<file path="src/rtl/core_pkg.sv">
// Shared RV32I core definitions: datapath widths and the EX-stage control bundle.
package core_pkg;

   localparam int XLEN   = 32;
   localparam int REG_AW = 5;

   typedef enum logic [3:0] {
      ALU_ADD  = 4'd0,
      ALU_SUB  = 4'd1,
      ALU_SLL  = 4'd2,
      ALU_SLT  = 4'd3,
      ALU_SLTU = 4'd4,
      ALU_XOR  = 4'd5,
      ALU_SRL  = 4'd6,
      ALU_SRA  = 4'd7,
      ALU_OR   = 4'd8,
      ALU_AND  = 4'd9,
      ALU_PASS = 4'd10
   } alu_op_e;

   typedef struct packed {
      logic    alu_src;
      alu_op_e alu_op;
      logic    mem_read;
      logic    mem_write;
      logic    reg_write;
      logic    mem_to_reg;
      logic    branch;
      logic    jump;
   } ex_ctrl_t;

   // All-zero control word: a bubble must never write registers or memory.
   localparam ex_ctrl_t EX_CTRL_NOP = '0;

endpackage

</file>
<file path="src/rtl/load_use_detect.sv">
// Combinational load-use hazard check between the load sitting in EX and
// the instruction currently in ID.
module load_use_detect #(
   parameter int REG_AW = core_pkg::REG_AW
) (
   input  logic              id_valid,
   input  logic              id_uses_rs1,
   input  logic              id_uses_rs2,
   input  logic [REG_AW-1:0] id_rs1,
   input  logic [REG_AW-1:0] id_rs2,
   input  logic              ex_valid,
   input  logic              ex_mem_read,
   input  logic [REG_AW-1:0] ex_rd,
   output logic              hz
);

   logic rs1_match;
   logic rs2_match;

   assign rs1_match = id_uses_rs1 && (id_rs1 == ex_rd);
   assign rs2_match = id_uses_rs2 && (id_rs2 == ex_rd);

   // x0 is never written, so a load targeting it creates no dependency.
   assign hz = id_valid && ex_valid && ex_mem_read && (ex_rd != '0)
               && (rs1_match || rs2_match);

endmodule

</file>
<file path="src/rtl/id_ex_pipe_reg.sv">
// ID/EX pipeline register: bubbles on load-use, squashes on flush, freezes on hold,
// and counts inserted load-use bubbles (saturating).
module id_ex_pipe_reg
   import core_pkg::*;
#(
   parameter int XLEN   = core_pkg::XLEN,
   parameter int REG_AW = core_pkg::REG_AW
) (
   input  logic              clk,
   input  logic              rst,
   input  logic              id_valid,
   input  logic [XLEN-1:0]   id_pc,
   input  logic [XLEN-1:0]   id_rs1_data,
   input  logic [XLEN-1:0]   id_rs2_data,
   input  logic [XLEN-1:0]   id_imm,
   input  logic [REG_AW-1:0] id_rs1,
   input  logic [REG_AW-1:0] id_rs2,
   input  logic [REG_AW-1:0] id_rd,
   input  logic              id_uses_rs1,
   input  logic              id_uses_rs2,
   input  ex_ctrl_t          id_ctrl,
   input  logic              ex_flush,
   input  logic              ex_hold,
   output logic              ex_valid,
   output logic [XLEN-1:0]   ex_pc,
   output logic [XLEN-1:0]   ex_rs1_data,
   output logic [XLEN-1:0]   ex_rs2_data,
   output logic [XLEN-1:0]   ex_imm,
   output logic [REG_AW-1:0] ex_rs1,
   output logic [REG_AW-1:0] ex_rs2,
   output logic [REG_AW-1:0] ex_rd,
   output ex_ctrl_t          ex_ctrl,
   output logic              id_stall,
   output logic [31:0]       bubble_cnt
);

   logic hz;
   logic load_bubble;
   logic capture;
   logic count_bubble;

   load_use_detect #(.REG_AW(REG_AW)) u_lud (
      .id_valid    (id_valid),
      .id_uses_rs1 (id_uses_rs1),
      .id_uses_rs2 (id_uses_rs2),
      .id_rs1      (id_rs1),
      .id_rs2      (id_rs2),
      .ex_valid    (ex_valid),
      .ex_mem_read (ex_ctrl.mem_read),
      .ex_rd       (ex_rd),
      .hz          (hz)
   );

   assign id_stall = (hz || ex_hold) && !ex_flush;

   // Flush beats hold beats hazard; an invalid ID slot also loads a clean bubble.
   always_comb begin
      load_bubble  = 1'b0;
      capture      = 1'b0;
      count_bubble = 1'b0;
      if (ex_flush) begin
         load_bubble = 1'b1;
      end else if (!ex_hold) begin
         if (hz) begin
            load_bubble  = 1'b1;
            count_bubble = 1'b1;
         end else if (id_valid) begin
            capture = 1'b1;
         end else begin
            load_bubble = 1'b1;
         end
      end
   end

   always_ff @(posedge clk) begin
      if (rst) begin
         ex_valid    <= 1'b0;
         ex_pc       <= '0;
         ex_rs1_data <= '0;
         ex_rs2_data <= '0;
         ex_imm      <= '0;
         ex_rs1      <= '0;
         ex_rs2      <= '0;
         ex_rd       <= '0;
         ex_ctrl     <= EX_CTRL_NOP;
         bubble_cnt  <= '0;
      end else begin
         if (load_bubble) begin
            ex_valid    <= 1'b0;
            ex_pc       <= '0;
            ex_rs1_data <= '0;
            ex_rs2_data <= '0;
            ex_imm      <= '0;
            ex_rs1      <= '0;
            ex_rs2      <= '0;
            ex_rd       <= '0;
            ex_ctrl     <= EX_CTRL_NOP;
         end else if (capture) begin
            ex_valid    <= 1'b1;
            ex_pc       <= id_pc;
            ex_rs1_data <= id_rs1_data;
            ex_rs2_data <= id_rs2_data;
            ex_imm      <= id_imm;
            ex_rs1      <= id_rs1;
            ex_rs2      <= id_rs2;
            ex_rd       <= id_rd;
            ex_ctrl     <= id_ctrl;
         end
         if (count_bubble && (bubble_cnt != 32'hFFFF_FFFF))
            bubble_cnt <= bubble_cnt + 32'd1;
      end
   end

endmodule

</file>
<file path="config.mk">
export PLATFORM = sky130hd
export DESIGN_NAME = id_ex_pipe_reg
export DESIGN_NICKNAME = d
export VERILOG_FILES = /design/src/rtl/core_pkg.sv /design/src/rtl/load_use_detect.sv /design/src/rtl/id_ex_pipe_reg.sv
export SDC_FILE = /design/constraint.sdc
export NUM_CORES = 1
export LEC_CHECK = 0
export ABC_AREA = 1
export CAP_MARGIN = 20
export CORE_AREA = 2 2 135 137
export CTS_BUF_LIST = sky130_fd_sc_hd__clkbuf_4 sky130_fd_sc_hd__clkbuf_8
export DETAILED_ROUTE_END_ITERATION = 10
export DIE_AREA = 0 0 137 139
export GPL_ROUTABILITY_DRIVEN = 1
export PLACE_DENSITY = 0.87
export SYNTH_ARGS = -nofsm -noshare
export SYNTH_HDL_FRONTEND = slang
export SYNTH_SLANG_ARGS = --single-unit
export TNS_END_PERCENT = 5
</file>
<file path="constraint.sdc">
create_clock -name clk -period 3.23 [get_ports clk]
set_clock_uncertainty 0.15 [all_clocks]
set_input_delay 0.323 -clock clk [delete_from_list [all_inputs] [get_ports clk]]
set_output_delay 0.323 -clock clk [all_outputs]
set_load 0.03 [all_outputs]
</file>
* Word level (Yosys, flattened, before mapping) *
Cells that the tools add are included.

cells by class
  add/subtract/negate cells = 1
  equal/unequal tests = 3
  multiplexer cells = 11
  reduce and logical (&&, ||, !) cells = 13

operator list
  operator                                        number
  adder 32 x 1 -> 32 bit (second input constant)  1
  != test 32 bit (second input constant)          1
  two-way mux 1 bit                               11
  equality test 5 bit                             2
  logical AND 1 bit                               8
  nonzero test 5 bit                              1
  logical OR 1 bit                                2
  OR reduction 2 bit                              1
  logical NOT 1 bit                               1

storage, ports and cells
  register bits after elaboration = 187
  output and inout bits = 188
  word-level logic and storage cells = 45

* Depth between registers and ports, before layout *
  word-level depth = 8
  mapped depth = 13
  gate-level depth less buffers = 11

* By module *
Synthesis repeated with hierarchy kept, for this count alone.

unflattened totals
  cells, all modules = 1061
  area, all modules = 7497.2 sq um

modules (own cells, without submodules)
  module           instances  cells each  area an instance (sq um)  seq. area each (sq um)
  id_ex_pipe_reg   1          1005        7267.0                    3743.6
  load_use_detect  1          56          230.2                     0.0

* Worst setup path before layout *
No wires, ideal clock.

  path kind = register -> output
  start = reg ex_rd[0]
  end = out id_stall
  arrival time = 1933 ps
  required time = 2757 ps
  path slack = 824 ps
  cell stages (with the launch flop) = 11
  cell sequence = dfxtp_1 inv_1 nand2_1 nand2_1 nor2_1 nand3_1 nand2_2 nand2_1 buf_2 buf_2 a21oi_1

between the ends
  word-level cells in the longest chain between the ends = 6
  elaborated cells between the ends (all ways) = 10
  classes of those cells = eq/ne (2); reduce/logical (8)

RTL lines
  element                                 RTL line                                      source
  from (decl)                             id_ex_pipe_reg.sv:31                          output logic [REG_AW-1:0] ex_rd,
  from (signal assigned)                  id_ex_pipe_reg.sv:106                         ex_rd <= id_rd;
  equality test 5 bit (on tied branches)  load_use_detect.sv:20, load_use_detect.sv:21
  logical AND 1 bit (on tied branches)    load_use_detect.sv:20, load_use_detect.sv:21
  logical OR 1 bit                        load_use_detect.sv:25                         && (rs1_match || rs2_match);
  logical AND 1 bit (*)                   load_use_detect.sv:25
  logical OR 1 bit (*)                    id_ex_pipe_reg.sv:54                          assign id_stall = (hz || ex_hold) && !ex_flush;
  logical AND 1 bit (*)                   id_ex_pipe_reg.sv:54
  to (decl)                               id_ex_pipe_reg.sv:33                          output logic id_stall,

Every way passes the cells marked *; elsewhere a longest branch is shown, timed or not.

* Worst setup path after layout *
  start = reg ex_rd[4]
  end = out id_stall

The elaborated chain is that of the path after synthesis.

==> impl_metrics.json <==
{
  "ctsResizeCount": 0,
  "drc_errors": 0,
  "drtAntennaViolNets": 0,
  "cts_buffer_depth": 2,
  "muxShareOfSynthArea_pct": 0,
  "yosysMostFrequentCell": "nand2_1",
  "yosysTopAreaCellShare_pct": 45.95,
  "area_growth_pct": 47.89,
  "hp-class": "in -> reg",
  "grt_max_degree": 133,
  "finalMaxSlewViolations": 0,
  "finalHoldViolations": 0,
  "core_area_um2": 17660,
  "finalSetupTns_ns": 0,
  "critPathMaxFanout": 6,
  "cts_tree": "built",
  "start_kind": "flip-flop",
  "setup_viol": 0,
  "cts.clk_slew.worst_paths_ns": 0.11,
  "routedWlPerCell_um": 17.12,
  "cts.sinks": 187,
  "hpwl_mm": 19.10,
  "synth_flop_cell": "dfxtp_1",
  "route.vias.total": 8963,
  "synth_edf_count": 0,
  "synth.distinct_cells": 26,
  "placed_area_um2": 11620,
  "drt_iter0_markers": 690,
  "post_cts_buffers": 0,
  "synth_area_leaders": "dfxtp_1 46%, nand2_1 14%, nand4_1 12%",
  "synth_top_family_by_area": "simple AND/OR/NAND/NOR gates",
  "grt-ovfl-total": 0,
  "clock_latency_ns": 0.46,
  "avgSynthCellArea_um2": 7.467,
  "rows": 49,
  "dieWidth_um": 137,
  "p_leak_nw": 3.974,
  "grt.total_usage_pct": 27.75,
  "design_area_um2": 12050,
  "die_area_um2": 19040,
  "cts_max_level": 4,
  "critPathKind": "reg -> out",
  "drive_gt1_share_pct": 4.882,
  "yosys.area_share.simple_pct": 32.35,
  "antenna_found_initial": 3,
  "ys_ff_latch": 187,
  "ios": 349,
  "viasPerCell": 5.516,
  "start_util_pct": 46.14,
  "grt_pass1_wl_mm": 42.51,
  "synthCells": 1091,
  "drt_pass1_iterations": 5,
  "synth_async_sr_flop_share_pct": 0,
  "numCtsBuffers": 17,
  "ys_top_cells_by_count": "313 x nand2_1, 187 x dfxtp_1, 184 x a21oi_1",
  "fmax_ghz": 0.4244,
  "finalCritPeriodShare_pct": 72.94,
  "finalWirelength_mm": 27.82,
  "grt_pass1_vias": 8143,
  "ir_worst_vdd_v": 0.0002347,
  "yosysWarnings": 0,
  "die_h_um": 139,
  "arrival_ns": 1.88,
  "synth-compound-area-share_pct": 11.50,
  "cts_root_buf": "clkbuf_8",
  "yosysSeqAreaShare_pct": 45.95,
  "rsz0062_at_grt": "no",
  "cts_hold_buf": 0,
  "yosysTopAreaCell": "dfxtp_1",
  "cp.required_ns": 2.76,
  "synth_xor_area_share_pct": 2.473,
  "maxCapViolations": 0,
  "synth-adder-area-share_pct": 0.1536,
  "gp_congestion": 0.9263,
  "endpoint_kind": "output pin",
  "powerDensity_nw_per_um2": 372.6,
  "synth_nets": 1253,
  "nNetsFinal": 1542,
  "numPortBuffers": 348,
  "fin_crit_ns": 2.356,
  "worst_pin_slew_ns": 1.149,
  "max-slew-margin-rel_pct": 23.43,
  "syn_area_um2": 8147,
  "status": "completed"
}
==> path summary, 6_finish.rpt <==
| path | startpoint | end | slack [ns] | cells after the start |
|---|---|---|---|---|
| worst max-delay path | ex_rd[4]$_SDFFE_PP0P_ | id_stall | 0.87 | 9 |
| worst min-delay path | id_rs2_data[2] | ex_rs2_data[2]$_SDFFE_PP0P_ | 0.27 | 3 |
| worst max register to register | ex_rd[4]$_SDFFE_PP0P_ | ex_rs1_data[29]$_SDFFE_PP0P_ | 0.97 | 12 |
| worst min register to register | ex_rs2[3]$_SDFFE_PP0P_ | ex_rs2[3]$_SDFFE_PP0P_ | 0.31 | 2 |
==> layout make-up <==
cell class | instances | area (µm²)
antenna | 3 | 7.507
timing repair buffer | 365 | 3656
clock inverter | 14 | 173.9
clock buffer | 18 | 247.7
sequential | 187 | 3744
multi-input combinational | 778 | 3816
tap | 229 | 286.5
fill | 1445 | 5609
inverter | 31 | 116.4
==> layer usage <==
| layer | share of wire (%) | up-vias | global-route usage (%) |
|---|---|---|---|
| met1 | 39 | 4160 | 33.42 |
| met5 | 0 | - | 0 |
| met4 | 4.0 | 0 | 13.56 |
| li1 | - | 4302 | - |
| met3 | 8.6 | 82 | 6.798 |
| met2 | 48 | 419 | 45.85 |
==> layout by cell type (no fill, tap or decap), types with 2 or more instances in the layout <==
cell | Yosys | routed
nand2_4 | 0 | 2
buf_4 | 17 | 15
nor2_4 | 2 | 3
xor2_1 | 17 | 17
dfxtp_1 | 187 | 187
a21oi_1 | 184 | 184
clkinvlp_4 | 0 | 3
inv_2 | 3 | 3
nand3_1 | 10 | 10
inv_8 | 0 | 5
nand4_1 | 162 | 162
diode_2 | 0 | 3
bufinv_16 | 0 | 2
xnor2_1 | 6 | 6
inv_6 | 0 | 3
clkbuf_8 | 0 | 18
nand2_2 | 3 | 3
clkdlybuf4s50_1 | 0 | 346
nor2_2 | 2 | 2
nor2_1 | 59 | 58
nand2_1 | 313 | 311
nor3_1 | 6 | 6
buf_12 | 0 | 4
inv_1 | 28 | 28
nand3b_1 | 6 | 6
==> worst max-delay path: stages, from the launching register on <==
cell and delay, ns:
dfxtp_1 0.49, inv_2 0.07, nand2_1 0.06, nand2_1 0.06, nor2_1 0.08, nand3_1 0.09
nand2_2 0.14, nand2_4 0.11, a21oi_1 0.14, buf_4 0.18
==> per-stage QoR <==
step | hold WS (ns) | utilization [%] | cells | total power, mW | setup WS (ns)
after global routing | 0.2607 | 68.23 | 1625 | 4.654 | 0.6910
after floorplan | 0.3028 | - | 1091 | 2.601 | 0.8240
after detailed placement | 0.3012 | 65.80 | 1590 | 2.884 | 0.6350
final | 0.2747 | 68.23 | 1625 | 4.490 | 0.8739
after global placement | 0.2963 | 65.80 | 1590 | 2.880 | 0.6878
after CTS | 0.2524 | 68.19 | 1622 | 4.528 | 0.8289
==> kinds of logic after synthesis <==
kind of cell,after synthesis
simple gates,568
fa+ha+maj,1
compound gates,186
flops,187
buf+inv,126
xor+xnor,23
==> flip-flops by register name, indices dropped and copies added, names as in the netlist <==
signal	count
ex_rd	5
ex_rs2_data	32
ex_rs2	5
ex_rs1	5
bubble_cnt	32
ex_rs1_data	32
ex_ctrl	11
ex_valid	1
ex_pc	32
ex_imm	32
==> power breakdown <==
part	internal [mW]	switching, mW	leakage (nW)	total (mW)
combinational	0.254	0.246	2.26	0.500
sequential	2.32	0.0113	1.51	2.34
clock	0.743	0.911	0.206	1.65
total	3.32	1.17	3.97	4.49
No activity file was read; power rests on OpenSTA's default activity.
